`src/rtl/restador_64_bits_secuencial_if.sv`:
```
// Operand/result handshake bundle for the sequential subtractor.
// master = producer/consumer side, slave = the subtractor itself.
interface restador_64_bits_secuencial_if #(
    parameter int WIDTH = 64
);
    logic             in_valid;
    logic             in_ready;
    logic [WIDTH-1:0] a;
    logic [WIDTH-1:0] b;
    logic             bin;
    logic             out_valid;
    logic             out_ready;
    logic [WIDTH-1:0] diff;
    logic             bout;
    logic             ovf;

    modport master (
        output in_valid, a, b, bin, out_ready,
        input  in_ready, out_valid, diff, bout, ovf
    );

    modport slave (
        input  in_valid, a, b, bin, out_ready,
        output in_ready, out_valid, diff, bout, ovf
    );
endinterface

```
`src/rtl/restador_64_bits_secuencial.sv`:
```
// Multi-cycle subtractor: diff = a - b - bin, one CHUNK-bit slice per cycle.
// Optional macro RESTADOR_SAT_EN clamps diff to the signed limit on overflow.
module restador_64_bits_secuencial #(
    parameter int WIDTH = 64,
    parameter int CHUNK = 16
) (
    input logic                           clk,
    input logic                           rst_n,
    restador_64_bits_secuencial_if.slave  bus
);
    localparam int NUM_SLICES = WIDTH / CHUNK;
    localparam int IDX_W      = (NUM_SLICES > 1) ? $clog2(NUM_SLICES) : 1;
    localparam logic [IDX_W-1:0] LAST_IDX = IDX_W'(NUM_SLICES - 1);

    typedef enum logic [1:0] {IDLE, CALC, DONE} state_t;

    state_t           state, state_next;
    logic             started;
    logic [IDX_W-1:0] idx;
    logic             borrow;
    logic [WIDTH-1:0] a_q, b_q, diff_q;
    logic             bout_q, ovf_q;

    logic             accept, last_slice;
    logic [CHUNK-1:0] a_slice, b_slice, d;
    logic             borrow_next, ovf_raw;

    // Holds in_ready low until the first edge after reset release.
    always_ff @(posedge clk or negedge rst_n) begin
        if (!rst_n) started <= 1'b0;
        else        started <= 1'b1;
    end

    always_ff @(posedge clk or negedge rst_n) begin
        if (!rst_n) state <= IDLE;
        else        state <= state_next;
    end

    always_comb begin
        // NOTE: every signal gets a default first so no path leaves it unassigned and infers a latch.
        state_next = state;
        accept     = 1'b0;
        unique case (state)
            IDLE: if (bus.in_valid && started) begin
                accept     = 1'b1;
                state_next = CALC;
            end
            CALC: if (last_slice) state_next = DONE;
            DONE: if (bus.out_ready) state_next = IDLE;
            default: state_next = IDLE;
        endcase
    end

    // One narrow subtract stage, shared by every slice.
    always_comb begin
        a_slice              = a_q[int'(idx)*CHUNK +: CHUNK];
        b_slice              = b_q[int'(idx)*CHUNK +: CHUNK];
        {borrow_next, d}     = {1'b0, a_slice} - {1'b0, b_slice} - {{CHUNK{1'b0}}, borrow};
        last_slice           = (idx == LAST_IDX);
        ovf_raw              = (a_q[WIDTH-1] != b_q[WIDTH-1]) && (d[CHUNK-1] != a_q[WIDTH-1]);
    end

    always_ff @(posedge clk or negedge rst_n) begin
        if (!rst_n) begin
            a_q    <= '0;
            b_q    <= '0;
            diff_q <= '0;
            bout_q <= 1'b0;
            ovf_q  <= 1'b0;
            borrow <= 1'b0;
            idx    <= '0;
        end else if (accept) begin
            // NOTE: non-blocking assignments keep every register updating from pre-edge values.
            a_q    <= bus.a;
            b_q    <= bus.b;
            borrow <= bus.bin;
            idx    <= '0;
        end else if (state == CALC) begin
            diff_q[int'(idx)*CHUNK +: CHUNK] <= d;
            borrow <= borrow_next;
            idx    <= idx + 1'b1;
            if (last_slice) begin
                bout_q <= borrow_next;
                ovf_q  <= ovf_raw;
`ifdef RESTADOR_SAT_EN
                // A non-negative minuend can only overflow upward.
                if (ovf_raw)
                    diff_q <= a_q[WIDTH-1] ? {1'b1, {(WIDTH-1){1'b0}}}
                                           : {1'b0, {(WIDTH-1){1'b1}}};
`endif
            end
        end
    end

    assign bus.in_ready  = (state == IDLE) && started;
    assign bus.out_valid = (state == DONE);
    assign bus.diff      = diff_q;
    assign bus.bout      = bout_q;
    assign bus.ovf       = ovf_q;
endmodule

```
`src/flat_wrapper.sv`:
```
// flat-port wrapper written by rule: the top's interface ports become plain ports
module restador_64_bits_secuencial_flat 
#(
    parameter int WIDTH = 64,
    parameter int CHUNK = 16
)
  (clk, rst_n, bus_in_valid, bus_a, bus_b, bus_bin, bus_out_ready, bus_in_ready, bus_out_valid, bus_diff, bus_bout, bus_ovf);
  restador_64_bits_secuencial_if #(.WIDTH(WIDTH)) bus_i ();
  input logic clk;
  input logic rst_n;
  input wire logic [$bits(bus_i.in_valid)-1:0] bus_in_valid;
  input wire logic [$bits(bus_i.a)-1:0] bus_a;
  input wire logic [$bits(bus_i.b)-1:0] bus_b;
  input wire logic [$bits(bus_i.bin)-1:0] bus_bin;
  input wire logic [$bits(bus_i.out_ready)-1:0] bus_out_ready;
  output wire logic [$bits(bus_i.in_ready)-1:0] bus_in_ready;
  output wire logic [$bits(bus_i.out_valid)-1:0] bus_out_valid;
  output wire logic [$bits(bus_i.diff)-1:0] bus_diff;
  output wire logic [$bits(bus_i.bout)-1:0] bus_bout;
  output wire logic [$bits(bus_i.ovf)-1:0] bus_ovf;
  assign bus_i.in_valid = bus_in_valid;
  assign bus_i.a = bus_a;
  assign bus_i.b = bus_b;
  assign bus_i.bin = bus_bin;
  assign bus_i.out_ready = bus_out_ready;
  assign bus_in_ready = bus_i.in_ready;
  assign bus_out_valid = bus_i.out_valid;
  assign bus_diff = bus_i.diff;
  assign bus_bout = bus_i.bout;
  assign bus_ovf = bus_i.ovf;
  restador_64_bits_secuencial #(.WIDTH(WIDTH), .CHUNK(CHUNK)) u_core (.clk(clk), .rst_n(rst_n), .bus(bus_i));
endmodule
```
`config.mk`:
```
export PLATFORM = sky130hd
export DESIGN_NAME = restador_64_bits_secuencial_flat
export DESIGN_NICKNAME = d
export VERILOG_FILES = /design/src/rtl/restador_64_bits_secuencial_if.sv /design/src/rtl/restador_64_bits_secuencial.sv /design/src/flat_wrapper.sv
export SDC_FILE = /design/constraint.sdc
export NUM_CORES = 1
export LEC_CHECK = 0
export CAP_MARGIN = 20
export CORE_ASPECT_RATIO = 1.25
export CORE_UTILIZATION = 51
export CTS_CLUSTER_SIZE = 10
export DETAILED_ROUTE_END_ITERATION = 16
export PLACE_DENSITY = 0.88
export SYNTH_ARGS = -nofsm -noshare
export SYNTH_HDL_FRONTEND = slang
export SYNTH_SLANG_ARGS = --single-unit
```
`constraint.sdc`:
```
create_clock -name clk -period 4 [get_ports clk]
set_input_delay 1 -clock clk [delete_from_list [all_inputs] [get_ports clk]]
set_output_delay 1 -clock clk [all_outputs]
set_load 0.02 [all_outputs]
```
Word level (Yosys, flattened, before mapping)
Index checks and enable logic that the tools add are counted.
{ "totals": {"out_inout_bits": 68, "in_bits": 133, "ff_bits": 200, "elab_cells": 45} }
{ "classes": {"n_shift": 4, "n_reduce_logical": 8, "mux": 11, "bitwise": 1, "addsub": 4, "n_eq_ne": 8} }
{ "op_table": {"columns": ["cell", "n"], "rows": [
  ["$shiftx 64x7->16", 2],
  ["$bwmux 64", 1],
  ["$shift 16x33->64 const A", 1],
  ["$shiftx 16x33->64", 1],
  ["$neg 6->33", 1],
  ["$sub 16x16->17", 1],
  ["$sub 17x1->17", 1],
  ["$mux 2", 5],
  ["$pmux 2 s3", 1],
  ["$reduce_and 3->1", 2],
  ["$eq 2x2->1 const B", 2],
  ["$mux 1", 4],
  ["$ne 2x1->1 const B", 2],
  ["$logic_and 1x1->1", 3],
  ["$add 2x1->2 const B", 1],
  ["$eq 2x1->1 const B", 1],
  ["$logic_not 2->1", 1],
  ["$ne 1x1->1", 2],
  ["$ne 2x2->1 const B", 1],
  ["$reduce_and 2->1", 1],
  ["$reduce_bool 2->1", 1],
  ["$not 1->1", 1]
]} }

Logic depth before layout (Yosys ltp)
Gate-level depths: netlist (run 1).
{ "depth": {"ltp_word": 5, "ltp_mapped": 14, "mapped_depth_nobuf": 12} }

Worst setup path before layout (run 1)
No wires, ideal clock.
{ "synth_path": {"kind": "flip-flop to flip-flop", "start": "reg u_core.idx[0]", "end": "reg u_core.bout_q, in the netlist u_core.bus.bout", "t_required_ps": 3873, "path_slack_ps": 342, "period_less_slack_ps": 3658, "stages_incl_launch_ff": 15, "path_buffers": 2, "t_arrival_ps": 3531, "setup_time_ps": 127, "path_cell_list": "dfrtp_1 buf_2 buf_2 mux4_2 inv_1 fa_1 inv_1 fa_1 a21boi_2 o21ai_2 a32oi_4 nand3_2 a31o_2 mux2i_1 or2_2"} }
{ "synth_between": {"elab_chain_len": 3, "elab_cells_between_ends": 6, "classes_between": "add/sub: 2; eq/ne: 1; shift: 2; reduce/logical: 1"} }
{ "synth_lines": {"columns": ["element", "line_no", "text"], "rows": [
  ["start: declaration", "restador_64_bits_secuencial.sv:19", "logic [IDX_W-1:0] idx;"],
  ["start signal: assignment", "restador_64_bits_secuencial.sv:81", "idx <= idx + 1'b1;"],
  ["$shiftx 64x7->16 (on tied branches)", "restador_64_bits_secuencial.sv:56, restador_64_bits_secuencial.sv:57", null],
  ["$sub 16x16->17", "restador_64_bits_secuencial.sv:58", "{borrow_next, d} = {1'b0, a_slice} - {1'b0, b_slice} - {{CHUNK{1'b0}}, borrow};"],
  ["$sub 17x1->17", "restador_64_bits_secuencial.sv:58", null],
  ["end signal: assignment", "restador_64_bits_secuencial.sv:83", "bout_q <= borrow_next;"],
  ["end: declaration", "restador_64_bits_secuencial.sv:22", "logic bout_q, ovf_q;"]
]} }
Parallel ways exist; a longest one is shown, timed or not.
A chain may end at the register's enable or synchronous reset.

Worst setup path after layout (run 1)
{ "layout_path": {"start": "reg u_core.idx[0]", "end": "reg u_core.diff_q[13], in the netlist u_core.bus.diff[13]"} }
{ "layout_between": {"elab_chain_len": 5, "elab_cells_between_ends": 8, "classes_between": "add/sub: 3; shift: 4; mux: 1"} }
{ "layout_lines": {"columns": ["element", "line_no", "text"], "rows": [
  ["$shiftx 64x7->16 (on tied branches)", "restador_64_bits_secuencial.sv:56, restador_64_bits_secuencial.sv:57", null],
  ["$sub 16x16->17", "restador_64_bits_secuencial.sv:58", null],
  ["$sub 17x1->17", "restador_64_bits_secuencial.sv:58", null],
  ["$shiftx 16x33->64", "restador_64_bits_secuencial.sv:79", "diff_q[int'(idx)*CHUNK +: CHUNK] <= d;"],
  ["$bwmux 64 *", "restador_64_bits_secuencial.sv:79", null],
  ["end signal: assignment", "restador_64_bits_secuencial.sv:67", "diff_q <= '0;"],
  ["end signal: indexed assignment", "restador_64_bits_secuencial.sv:79", null],
  ["end: declaration", "restador_64_bits_secuencial.sv:21", "logic [WIDTH-1:0] a_q, b_q, diff_q;"]
]} }
Every way passes the cells marked *; elsewhere a longest branch is shown, timed or not.

==> results of run 1 <==
## kinds of logic (layout without fill, tap and decap cells)
| kind of cell | after synthesis | after routing |
|---|---|---|
| AND/OR/NAND/NOR | 487 | 487 |
| flip-flops | 200 | 200 |
| XOR/XNOR | 12 | 12 |
| adder cells (fa/ha/maj) | 36 | 36 |
| other | 1 | 1 |
| buffers and inverters | 94 | 302 |
| multiplexers | 35 | 35 |
| AO/OA/AOI/OAI | 109 | 109 |
## metal layers
layer,GRT usage (%),wire length (um),vias to the layer above
li1,-,-,3591
met1,35.1,9650,3829
met2,48.5,13300,301
met3,4.90,1240,50
met4,11.8,835,0
met5,0,0,-
## cell usage in the layout, fill, tap and decap left out, drive strengths merged, types with 3 or more instances in the layout
| cell | count |
|---|---|
| clkbuf | 19 |
| nand2b | 4 |
| clkinvlp | 3 |
| nand3 | 10 |
| mux4 | 31 |
| nor2b | 4 |
| o21ai | 42 |
| ha | 34 |
| clkdlybuf4s50 | 199 |
| a22o | 36 |
| xor2 | 8 |
| clkinv | 6 |
| buf | 18 |
| xnor2 | 4 |
| a21oi | 11 |
| nand2 | 437 |
| nor3 | 9 |
| inv | 56 |
| a21o | 4 |
| dfrtp | 200 |
| nor2 | 11 |
| mux2i | 4 |
## state kept, by name, summed over array words and instances, names as in the netlist
name and flops:
u_core.a_q 64, u_core.b_q 64, u_core.bus.diff 64, u_core.idx 2
u_core.state 2, u_core.borrow 1, u_core.bus.bout 1, u_core.bus.ovf 1
u_core.started 1
## metrics by stage
step / util, % / worst slack (ps) / cells / hold WS (ps) / cell area (um2)
after floorplan: - / 342 / 974 / 440 / 9390
after global placement: 64.7 / 388 / 1378 / 454 / 11700
after detailed placement: 64.7 / 335 / 1378 / 458 / 11700
after CTS: 67.9 / 284 / 1410 / 475 / 12300
after global routing: 68.0 / 40.5 / 1410 / 489 / 12300
final: 68.0 / 326 / 1410 / 473 / 12300
## area by class of cell
cell class	count	share of cell area, %
inverter	52	1.59
clock inverter	14	1.16
clock buffer	18	3.57
timing repair buffer	218	17.8
multi-input combinational	680	32.8
sequential	200	40.7
tap	228	2.32
## worst max-delay path by stage
| stage | end | slack (ps) | depth (start not counted) |
|---|---|---|---|
| 2_1_floorplan | u_core.bus.bout | 340 | 14 |
| 3_3_place_gp | u_core.bus.diff[13] | 390 | 14 |
| 3_5_place_dp | u_core.bus.diff[13] | 330 | 14 |
| 4_1_cts | u_core.bus.diff[13] | 280 | 14 |
| 5_1_grt | u_core.bus.ovf | 40 | 14 |
| 6_report | u_core.bus.diff[13] | 330 | 14 |
## critical path, delay by kind of cell (launching register included)
| family | cells | cell delay [ps] |
|---|---|---|
| AO/OA/AOI/OAI | 6 | 1240 |
| flip-flops | 1 | 540 |
| adder cells (fa/ha/maj) | 2 | 530 |
| multiplexers | 1 | 500 |
| buffers and inverters | 4 | 480 |
| XOR/XNOR | 1 | 270 |
==> impl_results.html, run 1 <==
<table>
<tr><th>Metric</th><th>Value</th></tr>
<tr><th colspan="2">Min path</th></tr>
<tr><td>Hold path endpoint</td><td>u_core.b_q[62]</td></tr>
<tr><td>Critical hold path startpoint</td><td>u_core.b_q[62]</td></tr>
<tr><td>Worst Hold Path Cells</td><td>2</td></tr>
<tr><td>Class of the tightest hold or removal check</td><td>reg2reg</td></tr>
<tr><th colspan="2">Worst setup path</th></tr>
<tr><td>Startpoint of the worst setup timing path</td><td>u_core.idx[0]</td></tr>
<tr><td>Critical path required time</td><td>~4300 ps</td></tr>
<tr><td>Kind of capture point of the worst setup path</td><td>flip-flop</td></tr>
<tr><td>Startpoint Class</td><td>flip-flop</td></tr>
<tr><td>Worst Reg-to-Reg Cells</td><td>14</td></tr>
<tr><td>Critical Path Slowest Stage Cell</td><td>dfrtp_4</td></tr>
<tr><td>Critical path class</td><td>reg2reg</td></tr>
<tr><td>Ordered cell list for the critical path</td><td>buf_12, buf_4, mux4_2, inv_1, ha_1, inv_1, ha_1, a21oi_1, o221ai_1, a41oi_1, o21ai_1, a21oi_1, xor2_1, o21ai_0</td></tr>
<tr><td>Reg2reg start</td><td>u_core.idx[0]</td></tr>
<tr><td>Largest stage delay on the critical path</td><td>540 ps</td></tr>
<tr><td>Register-to-register setup slack</td><td>330 ps</td></tr>
<tr><td>Critical-path maximum fanout</td><td>10</td></tr>
<tr><td>Arrival time at the worst endpoint</td><td>around 4000 ps</td></tr>
<tr><td>R2R Path End</td><td>u_core.bus.diff[13]</td></tr>
<tr><th colspan="2">Clock tree</th></tr>
<tr><td>Clock-pin slew on the worst setup and hold paths</td><td>70 ps</td></tr>
<tr><td>Maximum clock insertion buffer count</td><td>2</td></tr>
<tr><td>Sinks on the clock net</td><td>200</td></tr>
<tr><td>Clock H-tree levels</td><td>4</td></tr>
<tr><td>Resized Gates After CTS</td><td>0</td></tr>
<tr><td>TritonCTS clock tree</td><td>yes</td></tr>
<tr><td>Post-CTS setup-driven buffer insertion count</td><td>0</td></tr>
<tr><td>Clock latency on the worst-skew pair</td><td>~440 ps</td></tr>
<tr><td>Total clock buffers created by CTS</td><td>17</td></tr>
<tr><td>Hold buffer count at CTS</td><td>0</td></tr>
<tr><td>Clock root buffer</td><td>clkbuf_16</td></tr>
<tr><th colspan="2">Synth</th></tr>
<tr><td>Adder and majority gate portion of the synthesized area</td><td>4.96%</td></tr>
<tr><td>Combinational family with the most area after synthesis</td><td>simple AND/OR/NAND/NOR gates</td></tr>
<tr><td>Mapped cell area</td><td>0.00939 mm2</td></tr>
<tr><td>Async set-or-reset flop fraction in the synthesized netlist</td><td>100%</td></tr>
<tr><td>Unique masters post-synth</td><td>51</td></tr>
<tr><td>Count of flip-flops with a built-in enable after synthesis</td><td>0</td></tr>
<tr><td>Synth top cells by count</td><td>nand2_1 (437), dfrtp_1 (200), inv_1 (52)</td></tr>
<tr><td>Post-synth top flop</td><td>dfrtp_1</td></tr>
<tr><td>Portion of the post-synthesis area used by sequential elements</td><td>53.3%</td></tr>
<tr><td>Synthesized-area fraction occupied by xor and xnor cells</td><td>about 1.1%</td></tr>
<tr><td>Mean area per synthesized cell</td><td>9.64 um2</td></tr>
<tr><td>Yosys top cell by area</td><td>dfrtp_1</td></tr>
<tr><td>Cell count after synthesis</td><td>slightly below 1000</td></tr>
<tr><td>Most numerous cell in the Yosys netlist</td><td>nand2_1</td></tr>
<tr><td>Post-synthesis compound-gate area fraction</td><td>under 10%</td></tr>
<tr><td>Top-area cell type share of the netlist area</td><td>a little over half</td></tr>
<tr><td>Simple-gate area share of the yosys netlist</td><td>20.5%</td></tr>
<tr><td>YS warnings</td><td>0</td></tr>
<tr><td>#FFs+latches synth</td><td>200</td></tr>
<tr><td>Portion of netlist area occupied by mux cells</td><td>7.86%</td></tr>
<tr><td>Net count of the mapped netlist</td><td>1143</td></tr>
<tr><td>Ranking of synthesized cells by area</td><td>dfrtp_1 (53%), nand2_1 (17%), mux4_2 (7.4%)</td></tr>
<tr><th colspan="2">Finish</th></tr>
<tr><td>Area overhead of the layout relative to synthesis</td><td>30.9%</td></tr>
<tr><td>Final-layout fill cell count</td><td>1346</td></tr>
<tr><td>Net count of the finished layout</td><td>roughly 1300</td></tr>
<tr><td>Share of cells above drive strength 1</td><td>8.38%</td></tr>
<tr><td>Area occupied by registers</td><td>0.00501 mm2</td></tr>
<tr><td>Ant diodes</td><td>0</td></tr>
<tr><td>Multi-input gate area</td><td>0.00404 mm2</td></tr>
<tr><th colspan="2">STA</th></tr>
<tr><td>Worst slew margin relative to its limit</td><td>25.6%</td></tr>
<tr><td>Highest clock rate</td><td>272 MHz</td></tr>
<tr><td>Transition time at the pin with the least slew margin</td><td>1110 ps</td></tr>
<tr><td>Portion of the clock cycle consumed by the worst path in the final layout</td><td>91.9%</td></tr>
<tr><td>Clock period minus worst slack</td><td>3670 ps</td></tr>
<tr><td>Final hold viol count</td><td>0</td></tr>
<tr><td>Setup Total Neg Slack</td><td>0 ps</td></tr>
<tr><td>Final setup violation count</td><td>0</td></tr>
<tr><td>Number of max-slew violations in the final report</td><td>0</td></tr>
<tr><td>Final Skew</td><td>about 12 ps</td></tr>
<tr><td>RSZ-0062 raised after global routing</td><td>no</td></tr>
<tr><th colspan="2">Die</th></tr>
<tr><td>DIE HEIGHT</td><td>154 um</td></tr>
<tr><td>Initial Util</td><td>51.9%</td></tr>
<tr><td>Boundary Pins</td><td>201</td></tr>
<tr><td>Placeable core region</td><td>~0.018 mm2</td></tr>
<tr><td>Full die area</td><td>0.0190 mm2</td></tr>
<tr><td>Number of cell rows</td><td>between 50 and 60</td></tr>
<tr><td>Width of the die</td><td>between 100 and 150 um</td></tr>
<tr><th colspan="2">Routing</th></tr>
<tr><td>Iter 0 DRT Violations</td><td>slightly below 700</td></tr>
<tr><td>Remaining antenna violation count</td><td>0</td></tr>
<tr><td>Wirelength, routed</td><td>25100 um</td></tr>
<tr><td>Via count of the routed design</td><td>7771</td></tr>
<tr><td>Detail-routed net length per standard cell</td><td>17.8 um</td></tr>
<tr><td>Detailed-route DRC error count</td><td>0</td></tr>
<tr><td>Router iterations before antenna repair</td><td>5</td></tr>
<tr><td>Mean number of vias per cell</td><td>5.51</td></tr>
<tr><th colspan="2">Place</th></tr>
<tr><td>Quantity of I/O buffers inserted on ports</td><td>200</td></tr>
<tr><td>Placer congestion estimate</td><td>roughly 0.87</td></tr>
<tr><td>Post-detailed-placement half-perimeter wirelength</td><td>18500 um</td></tr>
<tr><th colspan="2">Global routing</th></tr>
<tr><td>Maximum number of pins on one net before global-route repair</td><td>slightly above 90</td></tr>
<tr><td>Number of global-route vias before repair</td><td>7911</td></tr>
<tr><td>Number of antenna violations at the first check in global routing</td><td>0</td></tr>
<tr><td>Overflow left after global routing</td><td>0</td></tr>
<tr><td>Global-route wire length before repair</td><td>40700 um</td></tr>
<tr><td>GRT Overall Usage</td><td>28.4%</td></tr>
<tr><th colspan="2">Flow run</th></tr>
<tr><td>Max-cap violation count</td><td>0</td></tr>
<tr><th colspan="2">Status</th></tr>
<tr><td>Result of the run</td><td>finished, final reports clean</td></tr>
</table>
Power of run 1 is not shown: default switching activity piles up to over one toggle a cycle in this logic, so the estimate is an artifact.
==> run 2: changes to the inputs <==
Settings changed: ABC_AREA set to 1, CORE_UTILIZATION 51 to 52, PLACE_DENSITY 0.88 to 0.89.
==> run 2 against run 1 <==
Net effect: maximum frequency increased by 5.4%; worst setup slack gained 190 ps; critical endpoint is now u_core.bus.diff[26]; highest routed layer is now met5; clock skew shrank 4.2 ps.
==> impl_results.html, run 2 <==
<table>
<tr><th>Metric</th><th>Value</th></tr>
<tr><th colspan="2">Synth</th></tr>
<tr><td>YS warnings</td><td>0 (unchanged)</td></tr>
<tr><td>Yosys top cell by area</td><td>dfrtp_1</td></tr>
<tr><td>Synth top cells by count</td><td>dfrtp_1 (200), nand2_1 (190), inv_1 (67)</td></tr>
<tr><td>Post-synth top flop</td><td>dfrtp_1</td></tr>
<tr><td>Mapped cell area</td><td>0.00976 mm2 (+3.9%)</td></tr>
<tr><td>Cell count after synthesis</td><td>941 (-3.4%)</td></tr>
<tr><td>Portion of the post-synthesis area used by sequential elements</td><td>51.3% (-2.0 points)</td></tr>
<tr><td>Unique masters post-synth</td><td>43 (-16%)</td></tr>
<tr><td>Most numerous cell in the Yosys netlist</td><td>dfrtp_1</td></tr>
<tr><td>Count of flip-flops with a built-in enable after synthesis</td><td>0 (unchanged)</td></tr>
<tr><td>Async set-or-reset flop fraction in the synthesized netlist</td><td>100% (unchanged)</td></tr>
<tr><td>Mean area per synthesized cell</td><td>10.4 um2 (+7.5%)</td></tr>
<tr><td>#FFs+latches synth</td><td>200 (unchanged)</td></tr>
<tr><td>Net count of the mapped netlist</td><td>1110 (-2.9%)</td></tr>
<tr><td>Top-area cell type share of the netlist area</td><td>51.3% (-2.0 points)</td></tr>
<tr><td>Ranking of synthesized cells by area</td><td>dfrtp_1 (51%), mux2_1 (7.5%), nand2_1 (7.3%)</td></tr>
<tr><th colspan="2">Clock tree</th></tr>
<tr><td>Post-CTS setup-driven buffer insertion count</td><td>0 (unchanged)</td></tr>
<tr><td>Maximum clock insertion buffer count</td><td>2 (unchanged)</td></tr>
<tr><td>Clock H-tree levels</td><td>4 (unchanged)</td></tr>
<tr><td>TritonCTS clock tree</td><td>yes</td></tr>
<tr><td>Clock root buffer</td><td>clkbuf_16</td></tr>
<tr><td>Resized Gates After CTS</td><td>0 (unchanged)</td></tr>
<tr><td>Total clock buffers created by CTS</td><td>17 (unchanged)</td></tr>
<tr><td>Clock-pin slew on the worst setup and hold paths</td><td>70 ps (about the same)</td></tr>
<tr><td>Hold buffer count at CTS</td><td>0 (unchanged)</td></tr>
<tr><td>Clock latency on the worst-skew pair</td><td>430 ps (about the same)</td></tr>
<tr><td>Sinks on the clock net</td><td>200 (unchanged)</td></tr>
<tr><th colspan="2">Routing</th></tr>
<tr><td>Router iterations before antenna repair</td><td>5 (unchanged)</td></tr>
<tr><td>Iter 0 DRT Violations</td><td>581 (-16%)</td></tr>
<tr><td>Detail-routed net length per standard cell</td><td>18.5 um (+4.3%)</td></tr>
<tr><td>Via count of the routed design</td><td>7788 (+0.22%)</td></tr>
<tr><td>Mean number of vias per cell</td><td>5.70 (+3.4%)</td></tr>
<tr><td>Detailed-route DRC error count</td><td>0 (unchanged)</td></tr>
<tr><td>Remaining antenna violation count</td><td>0 (unchanged)</td></tr>
<tr><td>Wirelength, routed</td><td>25300 um (+1.0%)</td></tr>
<tr><th colspan="2">Place</th></tr>
<tr><td>Quantity of I/O buffers inserted on ports</td><td>200 (unchanged)</td></tr>
<tr><td>Post-detailed-placement half-perimeter wirelength</td><td>18300 um (-1.3%)</td></tr>
<tr><td>Placer congestion estimate</td><td>0.891 (+2.0%)</td></tr>
<tr><th colspan="2">STA</th></tr>
<tr><td>Highest clock rate</td><td>287 MHz (+5.4%)</td></tr>
<tr><td>Final Skew</td><td>8.21 ps (-4.15 ps)</td></tr>
<tr><td>Setup Total Neg Slack</td><td>0 ps (unchanged)</td></tr>
<tr><td>Final setup violation count</td><td>0 (unchanged)</td></tr>
<tr><td>Final hold viol count</td><td>0 (unchanged)</td></tr>
<tr><td>Transition time at the pin with the least slew margin</td><td>1030 ps (-81.3 ps)</td></tr>
<tr><td>Number of max-slew violations in the final report</td><td>0 (unchanged)</td></tr>
<tr><td>RSZ-0062 raised after global routing</td><td>no</td></tr>
<tr><td>Worst slew margin relative to its limit</td><td>31.1% (+5.5 points)</td></tr>
<tr><td>Portion of the clock cycle consumed by the worst path in the final layout</td><td>87.1% (-4.7 points)</td></tr>
<tr><td>Clock period minus worst slack</td><td>3480 ps (-190 ps)</td></tr>
<tr><th colspan="2">Global routing</th></tr>
<tr><td>Most used routing layer</td><td>met2</td></tr>
<tr><td>Number of antenna violations at the first check in global routing</td><td>2 (+2)</td></tr>
<tr><td>Global routing met3 resource utilization</td><td>4.81% (-0.082 points)</td></tr>
<tr><td>Met1 usage in global routing</td><td>31.5% (-3.6 points)</td></tr>
<tr><td>Met2 track utilization from global routing</td><td>47.4% (-1.1 points)</td></tr>
<tr><td>Maximum number of pins on one net before global-route repair</td><td>133 (+46%)</td></tr>
<tr><td>Global-route wire length before repair</td><td>40800 um (+0.17%)</td></tr>
<tr><td>GRT Overall Usage</td><td>27.1% (-1.3 points)</td></tr>
<tr><td>Number of global-route vias before repair</td><td>8055 (+1.8%)</td></tr>
<tr><td>Overflow left after global routing</td><td>0 (unchanged)</td></tr>
<tr><th colspan="2">Worst setup path</th></tr>
<tr><td>Startpoint Class</td><td>flip-flop</td></tr>
<tr><td>Worst Reg-to-Reg Cells</td><td>13 (-1)</td></tr>
<tr><td>Kind of capture point of the worst setup path</td><td>flip-flop</td></tr>
<tr><td>Critical-path maximum fanout</td><td>62 (+52)</td></tr>
<tr><td>Arrival time at the worst endpoint</td><td>3830 ps (-150 ps)</td></tr>
<tr><td>Critical path required time</td><td>4340 ps (+30 ps)</td></tr>
<tr><td>Critical path class</td><td>reg2reg</td></tr>
<tr><th colspan="2">Die</th></tr>
<tr><td>Initial Util</td><td>53.5% (+1.6 points)</td></tr>
<tr><td>DIE HEIGHT</td><td>155 um (+0.93%)</td></tr>
<tr><td>Placeable core region</td><td>0.0182 mm2 (+0.76%)</td></tr>
<tr><td>Full die area</td><td>0.0193 mm2 (+1.9%)</td></tr>
<tr><td>Width of the die</td><td>125 um (+0.94%)</td></tr>
<tr><td>Boundary Pins</td><td>201 (unchanged)</td></tr>
<tr><td>Number of cell rows</td><td>55 (unchanged)</td></tr>
<tr><th colspan="2">Finish</th></tr>
<tr><td>Net count of the finished layout</td><td>1293 (-3.4%)</td></tr>
<tr><td>Commonest non-fill, non-tap cells in the layout</td><td>clkdlybuf4s50_1 (199), dfrtp_1 (199), nand2_1 (190)</td></tr>
<tr><td>Share of cells above drive strength 1</td><td>11.7% (+3.3 points)</td></tr>
<tr><td>Area overhead of the layout relative to synthesis</td><td>28.1%</td></tr>
<tr><th colspan="2">Min path</th></tr>
<tr><td>Worst Hold Path Cells</td><td>2 (unchanged)</td></tr>
<tr><td>Class of the tightest hold or removal check</td><td>reg2reg</td></tr>
<tr><th colspan="2">Status</th></tr>
<tr><td>Result of the run</td><td>finished, final reports clean</td></tr>
<tr><th colspan="2">Flow run</th></tr>
<tr><td>Max-cap violation count</td><td>0 (unchanged)</td></tr>
</table>
[run 2: cell count changes after synthesis, sizes merged, moves of 13 or more]
| cell | delta |
|---|---|
| a21oi | +19 |
| a22o | -24 |
| a32o | +15 |
| buf | +13 |
| inv | +18 |
| mux2 | +126 |
| mux4 | -31 |
| nand2 | -236 |
| nand3 | +18 |
| nor2 | +48 |
| o21ai | +23 |
| o22ai | +16 |
[run 2: stage by stage]
step / instance area [um2] / std cells / utilization (%) / hold slack [ps] / worst slack [ps]
floorplan: 9760 / 941 / - / 459 / 1050
global route: 12500 / 1366 / 68.6 / 502 / 267
detailed placement: 11900 / 1333 / 65.3 / 469 / 655
CTS: 12500 / 1365 / 68.6 / 486 / 579
global placement: 11900 / 1333 / 65.3 / 465 / 694
finish: 12500 / 1366 / 68.6 / 484 / 515
[run 2: layout make-up]
type / instances / area, um2
diodes: 1 / 2.50
clock buffers: 19 / 443
clock inverters: 13 / 148
fillers: 1293 / 5730
inverters: 70 / 263
multi-input cells: 627 / 4260
flip-flops and latches: 200 / 5010
well taps: 228 / 285
repair buffers: 208 / 2100
[run 2: cells by family after synthesis]
family / count (synthesis) / synth area share (%)
xor+xnor: 9 / 1.04
other cells: 1 / 0.0384
simple gates: 305 / 13.6
compound gates: 150 / 9.51
buf+inv: 114 / 5.26
mux: 126 / 14.5
fa+ha+maj: 36 / 4.77
flops: 200 / 51.3
[run 2: per-layer routing]
layer	vias to the layer above	share of wire, %
met2	350	52
met5	-	0.059
met1	3813	37
met4	2	4.6
met3	80	5.7
li1	3543	-
[run 2: worst paths after layout]
check	start	to	slack [ps]
worst max register to register	u_core.idx[0]	u_core.bus.diff[26]	520
worst max-delay path	u_core.idx[0]	u_core.bus.diff[26]	520
min in group asynchronous	rst_n	u_core.b_q[5]	640
worst min-delay path	u_core.bus.diff[55]	u_core.bus.diff[55]	480
max in group asynchronous	rst_n	u_core.bus.diff[11]	2410
worst min register to register	u_core.bus.diff[55]	u_core.bus.diff[55]	480
[run 2: critical path: stages (launching register included)]
cell and delay (ps):
dfrtp_2 360, buf_4 530, o21ai_0 200, o22ai_1 390, ha_1 310, inv_1 60, ha_1 300, a21oi_1 280
o21ai_2 130, nand3_1 90, nand2_1 80, xor2_2 280, nand3_1 170, o21ai_1 210
Power of run 2 is left out for the same reason.
